==> config.mk <==
export PLATFORM = sky130hd
export DESIGN_NAME = bch_synd_t3_serial
export DESIGN_NICKNAME = d
export VERILOG_FILES = /design/src/rtl/bch_synd_t3_serial.sv
export SDC_FILE = /design/constraint.sdc
export NUM_CORES = 1
export LEC_CHECK = 0
export BUFFER_PORTS_ARGS = -buffer_cell sky130_fd_sc_hd__buf_2
export CELL_PAD_IN_SITES_DETAIL_PLACEMENT = 2
export CELL_PAD_IN_SITES_GLOBAL_PLACEMENT = 2
export CORE_MARGIN = 4
export CORE_UTILIZATION = 41
export CTS_BUF_LIST = sky130_fd_sc_hd__clkbuf_8
export CTS_CLUSTER_DIAMETER = 100
export DETAILED_ROUTE_END_ITERATION = 8
export PLACE_DENSITY = 0.85
export SLEW_MARGIN = 5
export SYNTH_ARGS = -nofsm -noshare
export SYNTH_HDL_FRONTEND = slang
export SYNTH_SLANG_ARGS = --single-unit
==> constraint.sdc <==
create_clock -name clk -period 2.4 [get_ports clk]
set_input_delay 0.6 -clock clk [delete_from_list [all_inputs] [get_ports clk]]
set_output_delay 0.6 -clock clk [all_outputs]
set_load 0.1 [all_outputs]
==> src/rtl/bch_synd_t3_serial.sv <==
// Bit-serial odd-syndrome calculator (S1, S3, S5) for the t=3 binary BCH code over GF(2^10).
// Horner accumulation, MSB-first; results are registered, held, and flagged with a one-cycle strobe.
module bch_synd_t3_serial #(
  parameter int GF_LEN = 10,
  parameter int CW_LEN = 1023,
  parameter int CNT_W  = 10
) (
  input  logic              clk,
  input  logic              rst_n,
  input  logic              in_valid,
  input  logic              in_start,
  input  logic              in_bit,
  output logic              busy,
  output logic              synd_valid,
  output logic [GF_LEN-1:0] synd1,
  output logic [GF_LEN-1:0] synd3,
  output logic [GF_LEN-1:0] synd5,
  output logic              err_free
);

  typedef enum logic {
    IDLE,
    ACCUM
  } state_e;

  // Low-order terms of x^10 = x^3 + 1
  localparam logic [GF_LEN-1:0] POLY_LOW = GF_LEN'('h009);
  localparam logic [CNT_W-1:0]  LAST_CNT = CNT_W'(CW_LEN);

  state_e              state_q, state_d;
  logic [CNT_W-1:0]    cnt_q, cnt_d;
  logic [GF_LEN-1:0]   acc1_q, acc1_d;
  logic [GF_LEN-1:0]   acc3_q, acc3_d;
  logic [GF_LEN-1:0]   acc5_q, acc5_d;
  logic [GF_LEN-1:0]   synd1_q, synd1_d;
  logic [GF_LEN-1:0]   synd3_q, synd3_d;
  logic [GF_LEN-1:0]   synd5_q, synd5_d;
  logic                err_free_q, err_free_d;
  logic                synd_valid_q, synd_valid_d;

  logic                start_bit;
  logic                accept_bit;
  logic [GF_LEN-1:0]   bit_ext;

  function automatic logic [GF_LEN-1:0] mul_alpha(input logic [GF_LEN-1:0] a);
    mul_alpha = {a[GF_LEN-2:0], 1'b0} ^ ({GF_LEN{a[GF_LEN-1]}} & POLY_LOW);
  endfunction

  // Constant-power multiply; unrolls to a fixed XOR network
  function automatic logic [GF_LEN-1:0] mul_alpha_pow(input logic [GF_LEN-1:0] a,
                                                      input int unsigned     n);
    logic [GF_LEN-1:0] r;
    r = a;
    for (int unsigned i = 0; i < n; i++) begin
      r = mul_alpha(r);
    end
    mul_alpha_pow = r;
  endfunction

  assign start_bit  = in_valid & in_start;
  assign accept_bit = in_valid & (in_start | (state_q == ACCUM));
  assign bit_ext    = {{(GF_LEN-1){1'b0}}, in_bit};

  always_comb begin
    state_d      = state_q;
    cnt_d        = cnt_q;
    acc1_d       = acc1_q;
    acc3_d       = acc3_q;
    acc5_d       = acc5_q;
    synd1_d      = synd1_q;
    synd3_d      = synd3_q;
    synd5_d      = synd5_q;
    err_free_d   = err_free_q;
    synd_valid_d = 1'b0;

    if (start_bit) begin
      // A start bit always begins a fresh word, aborting any word in progress
      state_d = ACCUM;
      cnt_d   = CNT_W'(1);
      acc1_d  = bit_ext;
      acc3_d  = bit_ext;
      acc5_d  = bit_ext;
    end else if (accept_bit) begin
      cnt_d  = cnt_q + 1'b1;
      acc1_d = mul_alpha_pow(acc1_q, 1) ^ bit_ext;
      acc3_d = mul_alpha_pow(acc3_q, 3) ^ bit_ext;
      acc5_d = mul_alpha_pow(acc5_q, 5) ^ bit_ext;
      if (cnt_d == LAST_CNT) begin
        state_d      = IDLE;
        synd1_d      = acc1_d;
        synd3_d      = acc3_d;
        synd5_d      = acc5_d;
        err_free_d   = ((acc1_d | acc3_d | acc5_d) == '0);
        synd_valid_d = 1'b1;
      end
    end
  end

  always_ff @(posedge clk or negedge rst_n) begin
    if (!rst_n) begin
      state_q      <= IDLE;
      cnt_q        <= '0;
      acc1_q       <= '0;
      acc3_q       <= '0;
      acc5_q       <= '0;
      synd1_q      <= '0;
      synd3_q      <= '0;
      synd5_q      <= '0;
      err_free_q   <= 1'b0;
      synd_valid_q <= 1'b0;
    end else begin
      state_q      <= state_d;
      cnt_q        <= cnt_d;
      acc1_q       <= acc1_d;
      acc3_q       <= acc3_d;
      acc5_q       <= acc5_d;
      synd1_q      <= synd1_d;
      synd3_q      <= synd3_d;
      synd5_q      <= synd5_d;
      err_free_q   <= err_free_d;
      synd_valid_q <= synd_valid_d;
    end
  end

  assign busy       = (state_q == ACCUM);
  assign synd_valid = synd_valid_q;
  assign synd1      = synd1_q;
  assign synd3      = synd3_q;
  assign synd5      = synd5_q;
  assign err_free   = err_free_q;

endmodule

# Word level (Yosys, flattened, before mapping)
# Index checks and enable logic that the tools add are counted.
# W data, S select, Z words.
totals:
  reg_bits: 73
  inputBits: 5
  out_inout_bits: 33
classes:
  addsub: 1
  eq_ne: 1
  mux: 14
  n_bitwise: 18
  n_reduce_logical: 5
ops:
  columns: ["operator", "n"]
  rows:
  - ["$xor A10 B4 Y10", 9]
  - ["$mux W10", 8]
  - ["$xor A10 B1 Y10", 3]
  - ["$or A10 B10 Y10", 2]
  - ["$add A10 B1 Y10 const B", 1]
  - ["$eq A10 B10 Y1 const B", 1]
  - ["$logic_not A10 Y1", 1]
  - ["$mux W1", 6]
  - ["$reduce_bool A2 Y1", 2]
  - ["$reduce_and A3 Y1", 1]
  - ["$and A1 B1 Y1", 2]
  - ["$reduce_and A2 Y1", 1]
  - ["$not A1 Y1", 1]
  - ["$or A1 B1 Y1", 1]

# Longest topological paths before layout
# Gate-level depths: netlist (run 1).
logic_depth:
  depth_word: 8
  ltp_mapped: 8
  ltp_nobuf: 6

# Least setup slack after synthesis (run 1)
# Ideal clock, no wire load.
synth_path:
  path_type: "reg-to-reg"
  from: "reg state_q (netlist: busy)"
  to: "reg synd1_q[8] (netlist: synd1[8])"
  setup_ps: 125
  arrival_ps: 2066
  required_ps: 2275
  slack_ps: 208
  path_stages_with_launch: 6
  n_path_buf: 2
  synth_period_minus_slack_ps: 2192
  cell_sequence: "dfrtp_1 > and3b_1 > clkbuf_1 > nand4_2 > buf_6 > mux2_4"
synth_via:
  elab_chain_len: 3
synth_rtl:
  columns: ["element", "line_no", "text"]
  rows:
  - ["start: declaration", "30", "state_e state_q, state_d;"]
  - ["start signal: assignment", "112", "state_q <= state_d;"]
  - ["$or A1 B1 Y1", "61", "assign accept_bit = in_valid & (in_start | (state_q == ACCUM));"]
  - ["$and A1 B1 Y1", "61", null]
  - ["$reduce_and A3 Y1 (no source line)", null, null]
  - ["end signal: assignment", "117", "synd1_q <= synd1_d;"]
  - ["end: declaration", "35", "logic [GF_LEN-1:0] synd1_q, synd1_d;"]
# Every way passes these cells.
# A chain may end at the register's enable or synchronous reset.

# Worst setup path after layout (run 1)
layout_path:
  from: "reg cnt_q[1]"
  to: "reg synd5_q[4] (netlist: synd5[4])"
layout_via:
  elab_chain_len: 3
layout_rtl:
  columns: ["element", "line_no", "text"]
  rows:
  - ["start: declaration", "31", "logic [CNT_W-1:0] cnt_q, cnt_d;"]
  - ["start signal: assignment", "113", "cnt_q <= cnt_d;"]
  - ["$add A10 B1 Y10", "84", "cnt_d = cnt_q + 1'b1;"]
  - ["$eq A10 B10 Y1", "88", "if (cnt_d == LAST_CNT) begin"]
  - ["$reduce_and A3 Y1 (no source line)", null, null]
  - ["end signal: assignment", "119", "synd5_q <= synd5_d;"]
  - ["end: declaration", "37", "logic [GF_LEN-1:0] synd5_q, synd5_d;"]
# Every way passes these cells.

==> results.yml, run 1 <==
status:
  outcome: "finished, final reports clean"
placed_design:
  hpwl_um: 6360
  place_inst: 397
  port_buffers: 37
  gp_congestion: 0.832
cells_and_area:
  drive_gt1_frac: 0.309
  final_common_cell: "dfrtp_1"
  final_util: 0.491
  final_nets: 313
  synthToLayoutAreaGrowth_pct: 14.3
  n_antenna_cell: 0
  stdcell_count: 413
  fillers: 798
  layout_common_cells: "73 x dfrtp_1, 37 x buf_2, 30 x a22o_1"
die:
  initial_utilization: 0.430
  rows: 32
  ios: 38
  die_area_mm2: 0.00974
  dieWidth_um: 98.7
  fp.dieH_um: 98.7
  core_area_mm2: 0.00785
route:
  drc: 0
  drtAntennaViolNets: 0
  via_per_inst: 5.66
  first_pass_iters: 4
  maxUsedRoutingLayer: "met4"
  wl_met3_um: 247
  m1WireLength_um: 4000
  wl_met2_um: 4770
  drt_iter0_markers: 88
  wl_um: 9160
  vias: 2337
  wl_per_cell_um: 22.2
pwr:
  vdd_drop_max_uv: 263
  leakage_uw: 0.00203
  powerDensity_mw_per_mm2: 652
setup_path:
  worstSetupPathType: "reg2reg"
  cp-endpoint: "synd5[4]$_DFFE_PN0P_"
  path_cells: "ha_1 -> and4bb_2 -> a32oi_1 -> a211oi_2 -> nand4_2 -> buf_4 -> mux2_4"
  rr_endpoint: "synd5[4]$_DFFE_PN0P_"
  rr_startpoint: "cnt_q[1]$_DFFE_PN0P_"
  cp_data_required_time_ns: 2.64
  cp_max_fo: 16
  path_depth: 7
  start_kind: "flip-flop"
  r2r_slack_ns: 0.13
  cp_slowest_stage_delay_ns: 0.41
  critical_path.endpoint_type: "flip-flop"
  crit_family: "simple AND/OR/NAND/NOR gates"
  cp_slowest_cell: "dfrtp_1"
  worstPathArrival_ns: 2.51
  crit_buf_inv: 1
  cp-startpoint: "cnt_q[1]$_DFFE_PN0P_"
  r2r_cells: 7
grt:
  grt_use_total: 0.199
  antenna_found_initial: 0
  grt_pass1_wl_um: 15100
  grt_pass1_vias: 2600
  grt_max_degree: 58
  grt-ovfl-total: 0
yosys:
  syn-num-nets: 276
  yosysSeqAreaShare: 0.542
  syn-cell-area_mm2: 0.00337
  synth_warnings: 0
  synth_edf_count: 0
  synth_seq_cells: 73
  syn_avg_cell_area_um2: 12.5
  synth_cell_types: 44
  syn_inst: 269
  synthFlopType: "dfrtp_1"
  synthArstFlopShare: 1.00
clocking:
  cts_root_buf: "clkbuf_8"
  clkTransAtPathRegs_ns: 0.08
  postCtsSetupBuffers: 0
  cts.path.max_buffers: 2
  ctsHtreeMaxLevel: 3
  holdBufCountCts: 0
  clk_latency_ns: 0.35
  cts_tree: "done"
  cts_resized: 0
  clock-sinks: 73
  cts_buffers: 9
sta:
  holdWs_ns: 0.188
  finalClockSkew_ns: 0.0101
  tightest_slew_ns: 0.514
  hold_viol: 0
  relSlewSlack: 0.656
  max_freq_ghz: 0.441
  drv_slew: 0
  post-route-period-util: 0.946
  period_needed_ns: 2.27
  rsz0062_at_grt: "yes"
  setup_viol: 0
run:
  cap_violations: 0
worst_hold_path:
  min_path_type: "in2async"
[kinds of logic (layout without fill, tap and decap cells)]
group	after synthesis	in the layout	share of synthesized area
xor gates and xnor gates	12	12	0.0312
DFF	73	73	0.542
adders and majority gates	2	2	0.00742
AOI/OAI and AO/OA	69	69	0.149
buffers and inverters	22	64	0.0327
and+or+nand+nor	59	59	0.101
muxes	32	32	0.137
[state kept, by name, summed over array words and instances (netlist names)]
name	flops
acc5_q	10
acc3_q	10
synd_valid	1
busy	1
synd3	10
err_free	1
cnt_q	10
synd1	10
synd5	10
acc1_q	10
[synthesized netlist by cell type (2+ instances only)]
cell      count  area, um2
a21oi_1       5       25.0
a22o_1       30        263
a31oi_1       2       12.5
and3_1        3       18.8
and4_1        2       17.5
buf_6         3       33.8
clkbuf_1     14       52.6
dfrtp_1      73       1830
ha_1          2       25.0
inv_1         3       11.3
mux2_2        2       22.5
mux2_4       28        420
mux2i_1       2       20.0
nand2_1      15       56.3
nand3_1       5       25.0
nand4_1       7       43.8
nor2_1        5       18.8
nor2b_1       6       37.5
nor4_1        5       31.3
o21ai_0      20        100
o31ai_1       3       22.5
or4_1         2       15.0
xor2_1       11       96.3
[per-layer routing]
layer	global-route usage	vias to the layer above
li1	-	1068
met1	0.254	1218
met2	0.338	40
met3	0.0410	11
met4	0.0620	0
met5	0	-
[worst register-to-register path, stage by stage (launching register included)]
cell	delay, ns
dfrtp_1	0.41
ha_1	0.26
and4bb_2	0.31
a32oi_1	0.13
a211oi_2	0.29
nand4_2	0.16
buf_4	0.25
mux2_4	0.34
[power by group]
| group | total [uW] | switching [uW] | internal (uW) |
|---|---|---|---|
| Clock | 938 | 500 | 438 |
| Sequential | 1310 | 48.5 | 1260 |
| Combinational | 260 | 165 | 95.1 |
| Total | 2510 | 714 | 1800 |
[area by class of cell]
class	count	area [um2]	area share
repair buffers	45	258	0.0669
inverters	3	11.3	0.00292
flip-flops and latches	73	1830	0.474
well taps	102	128	0.0331
multi-input cells	174	1440	0.374
clock inverters	5	37.5	0.00974
clock buffers	11	151	0.0393
[metrics by stage]
step	setup slack, ns	total power [uW]	setup TNS, ns	instance area (um2)
final	0.130	2510	0	3850
after global routing	-0.0137	2650	-0.0386	3850
after CTS	0.108	2530	0	3850
after detailed placement	0.134	1600	0	3660
after global placement	0.272	1570	0	3660
after floorplan	0.208	1470	0	3370
[how the worst min path moves through the flow]
stage | start | to | slack [ns] | cells past startpoint
6_report | rst_n | synd5[3]$_DFFE_PN0P_ | 0.19 | 1
3_3_place_gp | synd1[7]$_DFFE_PN0P_ | synd1[7]$_DFFE_PN0P_ | 0.49 | 1
2_1_floorplan | rst_n | acc1_q[0]$_DFFE_PN0P_ | 0.30 | 0
5_1_grt | rst_n | cnt_q[1]$_DFFE_PN0P_ | 0.20 | 1
3_5_place_dp | synd1[8]$_DFFE_PN0P_ | synd1[8]$_DFFE_PN0P_ | 0.49 | 1
4_1_cts | rst_n | synd5[3]$_DFFE_PN0P_ | 0.20 | 1
Power figures use the tool's default switching activity.
==> run 2, diff against run 1 <==
- CELL_PAD_IN_SITES_DETAIL_PLACEMENT: 2 -> not set
- CELL_PAD_IN_SITES_GLOBAL_PLACEMENT: 2 -> not set
- CORE_UTILIZATION: 41 -> 52
- PLACE_DENSITY: 0.85 -> 0.76
==> results.yml, run 2 (synthesis results as in run 1) <==
status:
  outcome: "finished, final reports clean"
cells_and_area:
  drive_gt1_frac: 0.304
  n_antenna_cell: 0
  register_area_mm2: 0.00183
  fillers: 523
  final_cell_area_mm2: 0.00384
  synthToLayoutAreaGrowth_pct: 14.0
  final_common_cell: "dfrtp_1"
  layout_common_cells: "73 x dfrtp_1, 37 x buf_2, 30 x a22o_1"
  stdcell_count: 389
  final_nets: 314
  multi_input_area_mm2: 0.00144
die:
  core_area_mm2: 0.00631
  rows: 29
  fp.dieH_um: 88.5
  ios: 38
  dieWidth_um: 88.5
  initial_utilization: 0.534
  die_area_mm2: 0.00784
setup_path:
  crit_buf_inv: 1
  start_kind: "flip-flop"
  worstSetupPathType: "reg2reg"
  critical_path.endpoint_type: "flip-flop"
  cp_slowest_cell: "dfrtp_1"
  path_cells: "ha_1 -> and4bb_2 -> a32oi_1 -> a211oi_2 -> nand4_2 -> buf_4 -> mux2_4"
  cp_slowest_stage_delay_ns: 0.38
  worstPathArrival_ns: 2.42
  crit_family: "simple AND/OR/NAND/NOR gates"
  cp_max_fo: 16
  cp_data_required_time_ns: 2.63
grt:
  grt_use_total: 0.190
  met2_usage: 0.293
  use_met1: 0.254
  grt-ovfl-total: 0
  antenna_found_initial: 0
  grt_max_degree: 42
  grt_pass1_wl_um: 11400
  met3_usage: 0.0577
  top_usage_layer: "met2"
  grt_pass1_vias: 2292
clocking:
  clk_latency_ns: 0.35
  cts_tree: "done"
  cts_resized: 0
  clock-sinks: 73
  ctsHtreeMaxLevel: 3
  cts_root_buf: "clkbuf_8"
  cts.path.max_buffers: 2
  cts_buffers: 9
  holdBufCountCts: 0
  postCtsSetupBuffers: 0
  clkTransAtPathRegs_ns: 0.08
sta:
  tns_ns: 0
  holdWs_ns: 0.181
  max_freq_ghz: 0.457
  drv_slew: 0
  hold_viol: 0
  period_needed_ns: 2.19
  finalClockSkew_ns: 0.0106
  setup_viol: 0
  post-route-period-util: 0.911
  tightest_slew_ns: 0.525
  relSlewSlack: 0.649
  rsz0062_at_grt: "no"
pwr:
  vdd_drop_max_uv: 487
  leakage_uw: 0.00204
  power.total_uw: 2490
  powerDensity_mw_per_mm2: 647
route:
  drtAntennaViolNets: 0
  drc: 0
  wl_per_cell_um: 17.3
  drt_iter0_markers: 131
  via_per_inst: 5.92
  first_pass_iters: 4
  wl_um: 6720
  vias: 2301
placed_design:
  gp_congestion: 0.856
  place_inst: 373
  hpwl_um: 4480
  port_buffers: 37
  dpl_cell_area_mm2: 0.00365
worst_hold_path:
  min_path_type: "in2async"
run:
  cap_violations: 0
## run 2: cell types whose count changed in the layout (fill, tap and decap cells not counted)
cell,before,now
bufinv_16,0,1
clkbuf_8,11,9
inv_6,2,1
nor2b_2,1,0
clkinvlp_4,2,3
inv_1,3,4
nor2b_1,5,6
buf_12,1,2
## run 2: worst register-to-register path: cells and delay by family (launching register included)
family          cells  cell delay, ns
compound gates      2            0.42
fa+ha+maj           1            0.21
mux                 1            0.33
simple gates        2            0.47
buf+inv             1            0.27
flops               1            0.38
## run 2: where the power goes
| part | internal [uW] | switching (uW) | leakage, uW |
|---|---|---|---|
| combinational | 93.9 | 149 | 0.000957 |
| sequential | 1260 | 42.6 | 0.000991 |
| clock | 477 | 459 | 0.0000931 |
| total | 1840 | 651 | 0.00204 |
## run 2: worst paths after layout
path                       slack [ns]                    to  cells past startpoint            startpoint
max in group asynchronous        1.65  cnt_q[4]$_DFFE_PN0P_                      2                 rst_n
hold / removal                   0.18  synd5[1]$_DFFE_PN0P_                      1                 rst_n
min in group clk                 0.51  synd3[3]$_DFFE_PN0P_                      1  synd3[3]$_DFFE_PN0P_
setup reg to reg                 0.21  synd3[5]$_DFFE_PN0P_                      7  cnt_q[0]$_DFFE_PN0P_
hold reg to reg                  0.51  synd3[3]$_DFFE_PN0P_                      1  synd3[3]$_DFFE_PN0P_
setup / recovery                 0.21  synd3[5]$_DFFE_PN0P_                      7  cnt_q[0]$_DFFE_PN0P_
## run 2: area by class of cell
type | count | share of cell area
Multi-Input combinational cell | 174 | 0.374
Clock inverter | 7 | 0.0182
Clock buffer | 9 | 0.0322
Timing Repair Buffer | 46 | 0.0722
Sequential cell | 73 | 0.475
Inverter | 3 | 0.00293
Tap cell | 77 | 0.0251
## run 2: per-stage QoR
| step | setup slack, ns | utilization |
|---|---|---|
| finish | 0.213 | 0.609 |
| global route | 0.132 | 0.609 |
| CTS | 0.200 | 0.609 |
| detailed placement | 0.216 | 0.578 |
| global placement | 0.283 | 0.578 |
| floorplan | 0.208 | - |
## run 2: routing by layer
| layer | up-vias | share of wire |
|---|---|---|
| met3 | 11 | 0.046 |
| met5 | - | 0 |
| li1 | 1080 | - |
| met2 | 51 | 0.48 |
| met1 | 1159 | 0.46 |
| met4 | 0 | 0.017 |
==> run 3, diff against run 2 <==
- RECOVER_POWER: not set -> 50
- REMOVE_ABC_BUFFERS: not set -> 1
==> results.yml, run 3 (synthesis results as in run 1) <==
sta:
  hold_viol: 0
  setup_viol: 0
  period_needed_ns: 2.23
  finalClockSkew_ns: 0.00599
  relSlewSlack: 0.236
  rsz0062_at_grt: "no"
  tightest_slew_ns: 1.15
  drv_slew: 0
  fin_ws_ns: 0.166
  post-route-period-util: 0.931
  max_freq_ghz: 0.448
pwr:
  leakage_uw: 0.00203
  clockPowerShare: 0.376
  combPwrFrac: 0.096
  net-switching-power_uw: 647
  powerDensity_mw_per_mm2: 649
  internal-power_uw: 1830
  p_sw_frac: 0.262
  pwr-share-seq: 0.528
  vdd_drop_max_uv: 368
die:
  rows: 29
  dieWidth_um: 88.5
  fp.dieH_um: 88.5
  ios: 38
  initial_utilization: 0.534
  core_area_mm2: 0.00631
  die_area_mm2: 0.00784
cells_and_area:
  final_nets: 314
  final_common_cell: "dfrtp_1"
  drive_gt1_frac: 0.289
  n_antenna_cell: 0
  layout_common_cells: "73 x dfrtp_1, 36 x buf_2, 30 x a22o_1"
  final_util: 0.604
  synthToLayoutAreaGrowth_pct: 13.0
setup_path:
  r2r_slack_ns: 0.17
  cp_slowest_cell: "dfrtp_1"
  cp_slowest_stage_delay_ns: 0.38
  start_kind: "flip-flop"
  path_depth: 7
  rr_startpoint: "cnt_q[0]$_DFFE_PN0P_"
  crit_buf_inv: 2
  cp-endpoint: "synd1[0]$_DFFE_PN0P_"
  path_common_cell: "buf_4"
  cp_data_required_time_ns: 2.64
  worstSetupPathType: "reg2reg"
  r2r_cells: 7
  crit_family: "multiplexers"
  critical_path.endpoint_type: "flip-flop"
  worstPathArrival_ns: 2.47
  cp_max_fo: 17
  rr_endpoint: "synd1[0]$_DFFE_PN0P_"
  cp-startpoint: "cnt_q[0]$_DFFE_PN0P_"
  path_cells: "ha_1 -> buf_4 -> mux2_2 -> a32o_1 -> nand4_2 -> buf_4 -> mux2_4"
clocking:
  ctsHtreeMaxLevel: 3
  cts.path.max_buffers: 2
  clk_latency_ns: 0.35
  cts_resized: 0
  cts_tree: "done"
  cts_root_buf: "clkbuf_8"
  clkTransAtPathRegs_ns: 0.08
  clock-sinks: 73
  cts_buffers: 9
  postCtsSetupBuffers: 0
  holdBufCountCts: 0
placed_design:
  gp_congestion: 0.836
  hpwl_um: 4540
  port_buffers: 37
  post-place-ws_ns: 0.172
grt:
  antenna_found_initial: 0
  grt-ovfl-total: 0
  grt_use_total: 0.190
  met3_usage: 0.0419
  grt_pass1_wl_um: 11400
  met2_usage: 0.279
  use_met1: 0.278
  grt_pass1_vias: 2309
  grt_max_degree: 41
  top_usage_layer: "met2"
status:
  outcome: "finished, final reports clean"
route:
  vias: 2302
  drt_iter0_markers: 178
  drtAntennaViolNets: 0
  drc: 0
  wl_per_cell_um: 17.2
  first_pass_iters: 4
  wl_um: 6670
  via_per_inst: 5.93
worst_hold_path:
  min_path_type: "in2async"
run:
  cap_violations: 0
## run 3: cell types whose count changed in the layout (fill, tap and decap cells not counted)
cell and delta:
inv_1 +1, o21ai_0 +1, inv_6 -1, clkinv_2 -1, clkinvlp_4 -2, clkinv_4 +2, clkbuf_2 +2, buf_4 -2
buf_12 -1, clkbuf_1 +2, o21ai_2 -1, buf_2 -1
## run 3: through the flow
stage | setup TNS [ns] | cell area, um2 | power (uW) | hold slack (ns) | cells
floorplan | -41.43 | 3270 | 1460 | 0.304 | 250
global placement | 0 | 3650 | 1560 | 0.488 | 373
detailed placement | 0 | 3650 | 1570 | 0.489 | 373
CTS | 0 | 3840 | 2500 | 0.228 | 388
global route | 0 | 3810 | 2590 | 0.523 | 388
finish | 0 | 3810 | 2470 | 0.453 | 388
## run 3: layer usage
metal | share of wire | wire [um]
met1 | 0.48 | 3210
met2 | 0.45 | 3030
met3 | 0.049 | 327
met4 | 0.015 | 101
met5 | 0 | 0
## run 3: cell type report
class | count | area [um2]
flip-flops and latches | 73 | 1830
well taps | 77 | 96.3
inverters | 3 | 11.3
clock buffers | 9 | 124
repair buffers | 46 | 255
clock inverters | 6 | 62.6
fillers | 529 | 2500
multi-input cells | 174 | 1440
## run 3: how the worst min path moves through the flow
stage	endpoint	slack, ns	start
after global routing	synd1[2]$_DFFE_PN0P_	0.52	synd1[2]$_DFFE_PN0P_
final	synd5[8]$_DFFE_PN0P_	0.45	rst_n
after detailed placement	synd1[9]$_DFFE_PN0P_	0.49	synd1[9]$_DFFE_PN0P_
after CTS	synd5[8]$_DFFE_PN0P_	0.23	rst_n
after global placement	synd1[7]$_DFFE_PN0P_	0.49	synd1[7]$_DFFE_PN0P_
after floorplan	acc1_q[0]$_DFFE_PN0P_	0.30	rst_n
## run 3: power groups by stage
stage | combinational, uW | clock [uW] | sequential [uW]
floorplan | 132 | 0 | 1330
global placement | 236 | 0 | 1330
detailed placement | 242 | 0 | 1330
CTS | 244 | 950 | 1310
global route | 271 | 1010 | 1310
finish | 236 | 930 | 1310
